[config.mk]
export PLATFORM = sky130hd
export DESIGN_NAME = bcd_decimal_scan
export DESIGN_NICKNAME = d
export VERILOG_FILES = /design/src/rtl/bcd_decimal_scan.sv
export SDC_FILE = /design/constraint.sdc
export NUM_CORES = 1
export LEC_CHECK = 0
export CAP_MARGIN = 20
export CORE_MARGIN = 1.5
export CORE_UTILIZATION = 46
export DETAILED_ROUTE_END_ITERATION = 7
export PLACE_DENSITY = 0.75
export SKIP_LAST_GASP = 1
export SYNTH_ARGS = -nofsm -noshare
export SYNTH_HDL_FRONTEND = slang
export SYNTH_SLANG_ARGS = --single-unit
[constraint.sdc]
create_clock -name clk -period 2.3 [get_ports clk]
set_input_delay 0.46 -clock clk [delete_from_list [all_inputs] [get_ports clk]]
set_output_delay 0.46 -clock clk [all_outputs]
set_load 0.05 [all_outputs]
[src/rtl/bcd_decimal_scan.sv]
// Streams the BCD digits of a captured word one per beat, least significant first,
// as one-hot decimal codes with per-digit and per-word error flags.
module bcd_decimal_scan #(
  parameter int DIGITS     = 4,
  parameter bit ACTIVE_LOW = 1'b0,
  parameter bit MSB_ZERO   = 1'b1,
  localparam int IDXW      = (DIGITS > 1) ? $clog2(DIGITS) : 1
) (
  input  logic                  clk,
  input  logic                  rst,
  input  logic                  in_valid,
  output logic                  in_ready,
  input  logic [4*DIGITS-1:0]   BCD,
  output logic                  out_valid,
  input  logic                  out_ready,
  output logic [9:0]            decimal,
  output logic [IDXW-1:0]       digit_idx,
  output logic                  out_last,
  output logic                  error,
  output logic                  word_err
);

  localparam logic [9:0]      INACTIVE = {10{ACTIVE_LOW}};
  localparam logic [IDXW-1:0] LAST_IDX = IDXW'(DIGITS - 1);

  typedef enum logic {IDLE, SCAN} state_t;

  state_t              state;
  logic [4*DIGITS-1:0] word;
  logic                acc;        // OR of error over the beats already consumed
  logic [IDXW-1:0]     nxt_idx;
  logic [3:0]          nxt_digit;
  logic                nxt_err;
  logic                first_err;

  function automatic logic [9:0] decode(input logic [3:0] d);
    logic [9:0] hot;
    hot = '0;
    if (d <= 4'd9)
      hot = 10'b1 << (MSB_ZERO ? (4'd9 - d) : d);
    return hot ^ INACTIVE;
  endfunction

  // NOTE: every variable gets a default before the loop so no latch is inferred.
  always_comb begin
    nxt_idx   = digit_idx + IDXW'(1);
    nxt_digit = '0;
    for (int i = 0; i < DIGITS; i++)
      if (nxt_idx == IDXW'(i))
        nxt_digit = word[4*i +: 4];
    nxt_err   = (nxt_digit > 4'd9);
    first_err = (BCD[3:0] > 4'd9);
  end

  // NOTE: all state uses non-blocking assignments so every register samples pre-edge values.
  always_ff @(posedge clk) begin
    if (rst) begin
      state     <= IDLE;
      in_ready  <= 1'b0;
      out_valid <= 1'b0;
      digit_idx <= '0;
      decimal   <= INACTIVE;
      error     <= 1'b0;
      word_err  <= 1'b0;
      out_last  <= 1'b0;
      acc       <= 1'b0;
      word      <= '0;
    end else begin
      case (state)
        IDLE: begin
          in_ready <= 1'b1;
          if (in_ready && in_valid) begin
            word      <= BCD;
            state     <= SCAN;
            in_ready  <= 1'b0;
            out_valid <= 1'b1;
            digit_idx <= '0;
            acc       <= 1'b0;
            decimal   <= decode(BCD[3:0]);
            error     <= first_err;
            out_last  <= (DIGITS == 1);
            word_err  <= (DIGITS == 1) && first_err;
          end
        end
        SCAN: begin
          if (out_ready) begin
            if (out_last) begin
              state     <= IDLE;
              in_ready  <= 1'b1;
              out_valid <= 1'b0;
              digit_idx <= '0;
              decimal   <= INACTIVE;
              error     <= 1'b0;
              word_err  <= 1'b0;
              out_last  <= 1'b0;
            end else begin
              digit_idx <= nxt_idx;
              acc       <= acc | error;
              decimal   <= decode(nxt_digit);
              error     <= nxt_err;
              out_last  <= (nxt_idx == LAST_IDX);
              word_err  <= (nxt_idx == LAST_IDX) && (acc | error | nxt_err);
            end
          end
        end
        default: state <= IDLE;
      endcase
    end
  end

endmodule

==> run_results.csv, run 1 <==
group,metric,value,unit
status,outcome,"completed",
worst_setup_path,cp.arrival,2.42,ns
sta,hold_viol,0,
yosys,syn-cell-area,1837,sq um
sta,setup_total_negative_slack,0,ns
cells_and_area,num-nets-final,303,
yosys,synth_cell_types,47,
routing,antenna_violating_nets_post_route,0,
die,die_height,66.19,microns
sta,max_freq,446.9,MHz
cells_and_area,largest-register,"word",
hold_path,worst_hold_path_type,"reg -> reg",
global_route,antenna_found_initial,0,
cells_and_area,post_route_cells_drive_above_1_share,19.78,%
worst_setup_path,critical_path_class,"reg -> reg",
clock_network,clock_tree_root_buffer_cell,"clkbuf_8",
placement,place.detailed.hpwl,3432,microns
worst_setup_path,reg2reg_slack,0.06,ns
yosys,async_s_r_ff_share_synth,0,%
worst_setup_path,worstRegToRegCells,10,
die,initial_core_util,49.06,%
routing,postRouteWirelength,4642,microns
cells_and_area,area_growth_syn_to_layout,41.28,%
cells_and_area,final_cell_area,2595,sq um
global_route,groute.usage.overall,22.38,%
placement,placedCellCount,316,
sta,final_setup_slack_of_the_worst_path,0.06217,ns
die,die_width,66.19,microns
worst_setup_path,critical_path.reg2reg.startpoint,"digit_idx[1]",
routing,drt_pass1_iterations,4,
worst_setup_path,crit_start,"digit_idx[1]",
worst_setup_path,endpoint,"decimal[7]",
sta,setup_viol,0,
cells_and_area,fillers,329,
placement,io_buffers,36,
routing,via_per_inst,5.494,
cells_and_area,reg_top3,"word x16, decimal x10, digit_idx x2",
cells_and_area,sequential_cell_area,708.2,sq um
yosys,synth.net_count,252,
routing,initialDrtViolationCount,107,
worst_setup_path,timing.rr.end,"decimal[7]",
power_and_ir_drop,power_density,666.5,nW/um^2
sta,slew_worst_pin,0.5564,ns
yosys,ys_dominant_reg_cell,"dfxtp_1",
clock_network,cts.hold.buffers_added,0,
worst_setup_path,critPathMaxFanout,8,
clock_network,cts.reportedPaths.clkPinSlew,0.08,ns
worst_setup_path,critPathRequiredTime,2.48,ns
yosys,synth_edf_count,0,
cells_and_area,largest_register_ffs,16,
cells_and_area,final-instance-count-excl-fill,326,
clock_network,ctsLongestPathBuffers,2,
power_and_ir_drop,vdd_drop_max,0.4157,mV
placement,gp_congestion,0.9203,
global_route,grt_pass1_vias,1630,
flow_run,cap_viol_max_count,0,
clock_network,clock_sinks,35,
power_and_ir_drop,static-leakage-power,0.9255,nW
sta,timing.max_slew.rel_slack,62.79,%
yosys,netlist_instances,226,
sta,final_critical_delay_including_setup_and_external_delays,2.238,ns
clock_network,clock_tree.htree_level_count,2,
worst_setup_path,timing.critical_path.to_type,"flop",
routing,avgRoutedWirePerCell,14.24,microns
clock_network,tritoncts_buffers,5,
placement,detailedPlace.worstSlack,0.004966,ns
die,io_pins,37,
cells_and_area,multi_input_area,1152,sq um
sta,final_min_period_over_clock_period,97.30,%
placement,dpl-instance-area,2384,sq um
global_route,grt_overflow,0,
cells_and_area,final_antenna_diode_count,0,
sta,finalMaxSlewViolations,0,
global_route,grt_start_max_net_pins,19,
die,core_area,3744,sq um
routing,number_of_design_rule_violations_left_after_detail_routing,0,
yosys,seq_area_frac_synth,38.15,%
sta,final.setup_skew,0.01157,ns
yosys,syn-mean-instance-area,8.127,sq um
global_route,first_pass_grt_wire_length,7327,microns
clock_network,clock_latency,0.29,ns
yosys,synthesis_warnings,0,
die,die_area,4381,sq um
routing,vias,1791,
sta,unrepaired_setup_endpoints_after_global_routing,"yes",
worst_setup_path,timing.critical_path.from_type,"flop",
die,placementRows,22,
yosys,synth-seq-cells,35,
clock_network,cts_tree,"yes",
metal layers:
metal / track usage [%] / vias to the layer above / wire (microns)
met5: 0 / - / 0
met4: 12.24 / 0 / 110
met3: 5.281 / 12 / 210
met2: 35.50 / 39 / 2271
met1: 27.81 / 836 / 2050
li1: - / 904 / -
area by class of cell:
| class | count | share of cell area, % |
|---|---|---|
| tap | 48 | 2.314 |
| timing repair buffer | 55 | 19.38 |
| sequential | 35 | 27.29 |
| clock inverter | 2 | 2.314 |
| multi-input combinational | 171 | 44.41 |
| clock buffer | 6 | 2.797 |
| inverter | 9 | 1.495 |
power by group:
part / switching, mW / leakage (nW) / internal [mW]
clock: 0.226 / 0.0654 / 0.433
combinational: 0.232 / 0.573 / 0.170
sequential: 0.0263 / 0.287 / 0.642
total: 0.484 / 0.925 / 1.25
worst max-delay path, stage by stage, from the launching register on:
cell and delay [ns]:
dfxtp_4 0.38, inv_2 0.07, ha_4 0.19, a211o_2 0.34
o211a_4 0.24, inv_4 0.07, ha_4 0.20, and2_1 0.18
nor2b_2 0.16, a21oi_1 0.21, nor3_1 0.07
placed cells by master (no fill, tap or decap), types with 3 or more instances in the layout:
| cell | Yosys | routed |
|---|---|---|
| nor3_1 | 8 | 7 |
| a211oi_2 | 3 | 3 |
| nand4_1 | 3 | 3 |
| nor2_1 | 23 | 22 |
| a31oi_1 | 3 | 3 |
| a21oi_1 | 27 | 27 |
| clkbuf_8 | 0 | 5 |
| buf_4 | 1 | 19 |
| nand2_1 | 41 | 41 |
| and3b_1 | 3 | 3 |
| inv_1 | 9 | 5 |
| nand3b_1 | 4 | 4 |
| a311oi_1 | 3 | 3 |
| ha_4 | 0 | 4 |
| dfxtp_1 | 35 | 33 |
| clkdlybuf4s50_1 | 0 | 36 |
| o21ai_0 | 4 | 4 |
| a211oi_1 | 4 | 4 |
synthesized netlist by cell type (4+ instances only):
| master | count | area, sq um |
|---|---|---|
| ha_1 | 6 | 75.07 |
| nor3_1 | 8 | 40.04 |
| dfxtp_1 | 35 | 700.7 |
| nor2_1 | 23 | 86.33 |
| nand3b_1 | 4 | 30.03 |
| a21oi_1 | 27 | 135.1 |
| o21ai_0 | 4 | 20.02 |
| inv_1 | 9 | 33.78 |
| a211oi_1 | 4 | 30.03 |
| clkbuf_1 | 8 | 30.03 |
| nand2_1 | 41 | 153.9 |
kinds of logic after synthesis:
| group | Yosys count | synth area share (%) |
|---|---|---|
| AND/OR/NAND/NOR | 104 | 28.27 |
| AO/OA/AOI/OAI | 59 | 23.71 |
| flip-flops | 35 | 38.15 |
| buffers and inverters | 20 | 4.359 |
| adder cells (fa/ha/maj) | 6 | 4.087 |
| XOR/XNOR | 1 | 0.8858 |
| multiplexers | 1 | 0.5450 |
stage by stage:
stage                     hold WS [ns]  utilization [%]  power (mW)
final                           0.4526            69.32       1.730
after global routing            0.4728            69.32       1.796
after CTS                       0.4561            67.21       1.720
after global placement          0.4447            63.67       1.061
after detailed placement        0.4455            63.67       1.066
after floorplan                 0.4318                -      0.9194
what timing repair did:
action / CTS / global route
gates resized for setup: 0 / 11
pin swaps: 1 / 6
endpoints found under the setup margin: 1 / 8
setup buffers: 0 / 2
how the worst min path moves through the flow:
| stage | start | end | slack (ns) | cells past startpoint |
|---|---|---|---|---|
| after floorplan | word[1] | word[1] | 0.43 | 2 |
| after global placement | word[13] | word[13] | 0.44 | 2 |
| after detailed placement | word[13] | word[13] | 0.45 | 2 |
| after CTS | word[13] | word[13] | 0.46 | 2 |
| after global routing | word[13] | word[13] | 0.47 | 2 |
| final | word[13] | word[13] | 0.45 | 2 |
No activity file was read; power rests on OpenSTA's default activity.
==> run 2, diff against run 1 <==
==> constraint.sdc (replaced) <==
create_clock -name clk -period 2.3 [get_ports clk]
set_input_delay 0.23 -clock clk [delete_from_list [all_inputs] [get_ports clk]]
set_output_delay 0.23 -clock clk [all_outputs]
set_load 0.05 [all_outputs]
==> run_results.csv, run 2 (same netlist as run 1, synthesis figures left out) <==
group,metric,value,unit
status,outcome,"completed",
global_route,grt_pass1_vias,1653,
routing,postRouteWirelength,4476,microns
cells_and_area,post_route_cells_drive_above_1_share,16.85,%
cells_and_area,num-nets-final,298,
sta,finalMaxSlewViolations,0,
flow_run,cap_viol_max_count,0,
power_and_ir_drop,power_density,591.6,nW/um^2
clock_network,clock_tree.htree_level_count,2,
routing,drt_pass1_iterations,4,
cells_and_area,final_cell_mix,"41 x nand2_1, 36 x clkdlybuf4s50_1, 33 x dfxtp_1",
placement,placedCellCount,308,
clock_network,clock_tree_root_buffer_cell,"clkbuf_8",
cells_and_area,reg_top3,"word x16, decimal x10, digit_idx x2",
sta,final.setup_skew,0.006022,ns
worst_setup_path,cp.arrival,2.41,ns
die,io_pins,37,
sta,final_critical_delay_including_setup_and_external_delays,2.218,ns
worst_setup_path,path_buf_inv,2,
global_route,groute.usage.overall,21.87,%
clock_network,clock_sinks,35,
die,die_height,66.19,microns
global_route,grt_overflow,0,
cells_and_area,area_growth_syn_to_layout,36.85,%
sta,whs,0.4547,ns
clock_network,tritoncts_buffers,5,
clock_network,cts.reportedPaths.clkPinSlew,0.07,ns
worst_setup_path,timing.critical_path.cells,"inv_4 > ha_4 > a211o_4 > o211a_4 > inv_4 > ha_4 > nand2b_4 > nor2_4 > o211ai_1 > a211oi_1",
worst_setup_path,critical_path_class,"reg -> reg",
global_route,first_pass_grt_wire_length,7362,microns
sta,max_freq,450.8,MHz
clock_network,cts_tree,"yes",
global_route,antenna_found_initial,0,
placement,io_buffers,36,
cells_and_area,final-instance-count-excl-fill,321,
worst_setup_path,reg2reg_slack,0.08,ns
die,initial_core_util,49.06,%
routing,avgRoutedWirePerCell,13.94,microns
worst_setup_path,timing.critical_path.from_type,"flop",
die,core_area,3744,sq um
worst_setup_path,critPathRequiredTime,2.49,ns
cells_and_area,multi_input_area,1160,sq um
worst_setup_path,slowest_cell_delay_on_critical_path,0.40,ns
worst_setup_path,standard_cell_with_the_maximum_stage_delay_on_the_critical_path,"dfxtp_4",
die,die_width,66.19,microns
routing,number_of_design_rule_violations_left_after_detail_routing,0,
routing,initialDrtViolationCount,118,
worst_setup_path,critPathTopFamily,"compound AO/OA/AOI/OAI gates",
global_route,grt_start_max_net_pins,19,
cells_and_area,largest-register,"word",
sta,slew_worst_pin,0.5637,ns
hold_path,worst_hold_path_type,"reg -> reg",
routing,antenna_violating_nets_post_route,0,
cells_and_area,final_antenna_diode_count,0,
die,die_area,4381,sq um
placement,gp_congestion,0.8539,
cells_and_area,sequential_cell_area,708.2,sq um
sta,setup_viol,0,
power_and_ir_drop,static-leakage-power,0.8833,nW
cells_and_area,largest_register_ffs,16,
clock_network,ctsLongestPathBuffers,2,
routing,vias,1776,
sta,timing.max_slew.rel_slack,62.35,%
clock_network,clock_latency,0.29,ns
die,placementRows,22,
cells_and_area,layout_commonest_cell,"nand2_1",
sta,final_min_period_over_clock_period,96.44,%
cells_and_area,fillers,339,
worst_setup_path,critPathMaxFanout,7,
worst_setup_path,timing.critical_path.to_type,"flop",
routing,via_per_inst,5.533,
placement,place.detailed.hpwl,3209,microns
sta,hold_viol,0,
clock_network,cts.hold.buffers_added,0,
power_and_ir_drop,vdd_drop_max,0.4724,mV
[run 2: power by group]
part	total [mW]	internal [mW]	switching (mW)
sequential	0.670	0.642	0.0281
combinational	0.389	0.161	0.228
clock	0.427	0.212	0.215
[run 2: per-layer routing]
metal / track usage, % / vias up / wire [microns]
li1: - / 898 / -
met4: 5.867 / 0 / 48
met5: 0 / - / 0
met2: 36.38 / 46 / 2234
met3: 5.963 / 7 / 249
met1: 27.77 / 825 / 1944
[run 2: worst reg2reg max path: stages (launching register included)]
cell and delay, ns:
dfxtp_4 0.40, inv_4 0.06, ha_4 0.18, a211o_4 0.33
o211a_4 0.26, inv_4 0.07, ha_4 0.20, nand2b_4 0.16
nor2_4 0.10, o211ai_1 0.09, a211oi_1 0.28
[run 2: final cells by class]
class | instances | share of cell area, %
sequential | 35 | 28.17
inverter | 9 | 1.543
clock inverter | 1 | 0.1991
clock buffer | 7 | 3.036
multi-input combinational | 171 | 46.14
timing repair buffer | 50 | 18.52
tap | 48 | 2.389
[run 2: timing repair]
item	4_1_cts	5_1_grt
setup endpoints to repair	1	9
pin swaps	2	4
setup buffers	0	5
gates resized for setup	1	10
[run 2: path summary, 6_finish.rpt]
| check | start | end | depth (start not counted) |
|---|---|---|---|
| max | digit_idx[0] | decimal[8] | 10 |
| min | word[13] | word[13] | 2 |
| max reg2reg | digit_idx[0] | decimal[8] | 10 |
| min reg2reg | word[13] | word[13] | 2 |
[run 2: through the flow]
step / cell area, sq um / setup slack [ns] / utilization, % / power [mW] / setup TNS, ns
global placement: 2323 / 0.07874 / 62.07 / 1.048 / 0
CTS: 2415 / -0.003512 / 64.51 / 1.474 / -0.003857
global route: 2514 / -0.02252 / 67.15 / 1.560 / -0.05219
finish: 2514 / 0.08185 / 67.15 / 1.487 / 0
floorplan: 1886 / 0.001225 / - / 0.9194 / 0
detailed placement: 2323 / 0.003091 / 62.07 / 1.053 / 0
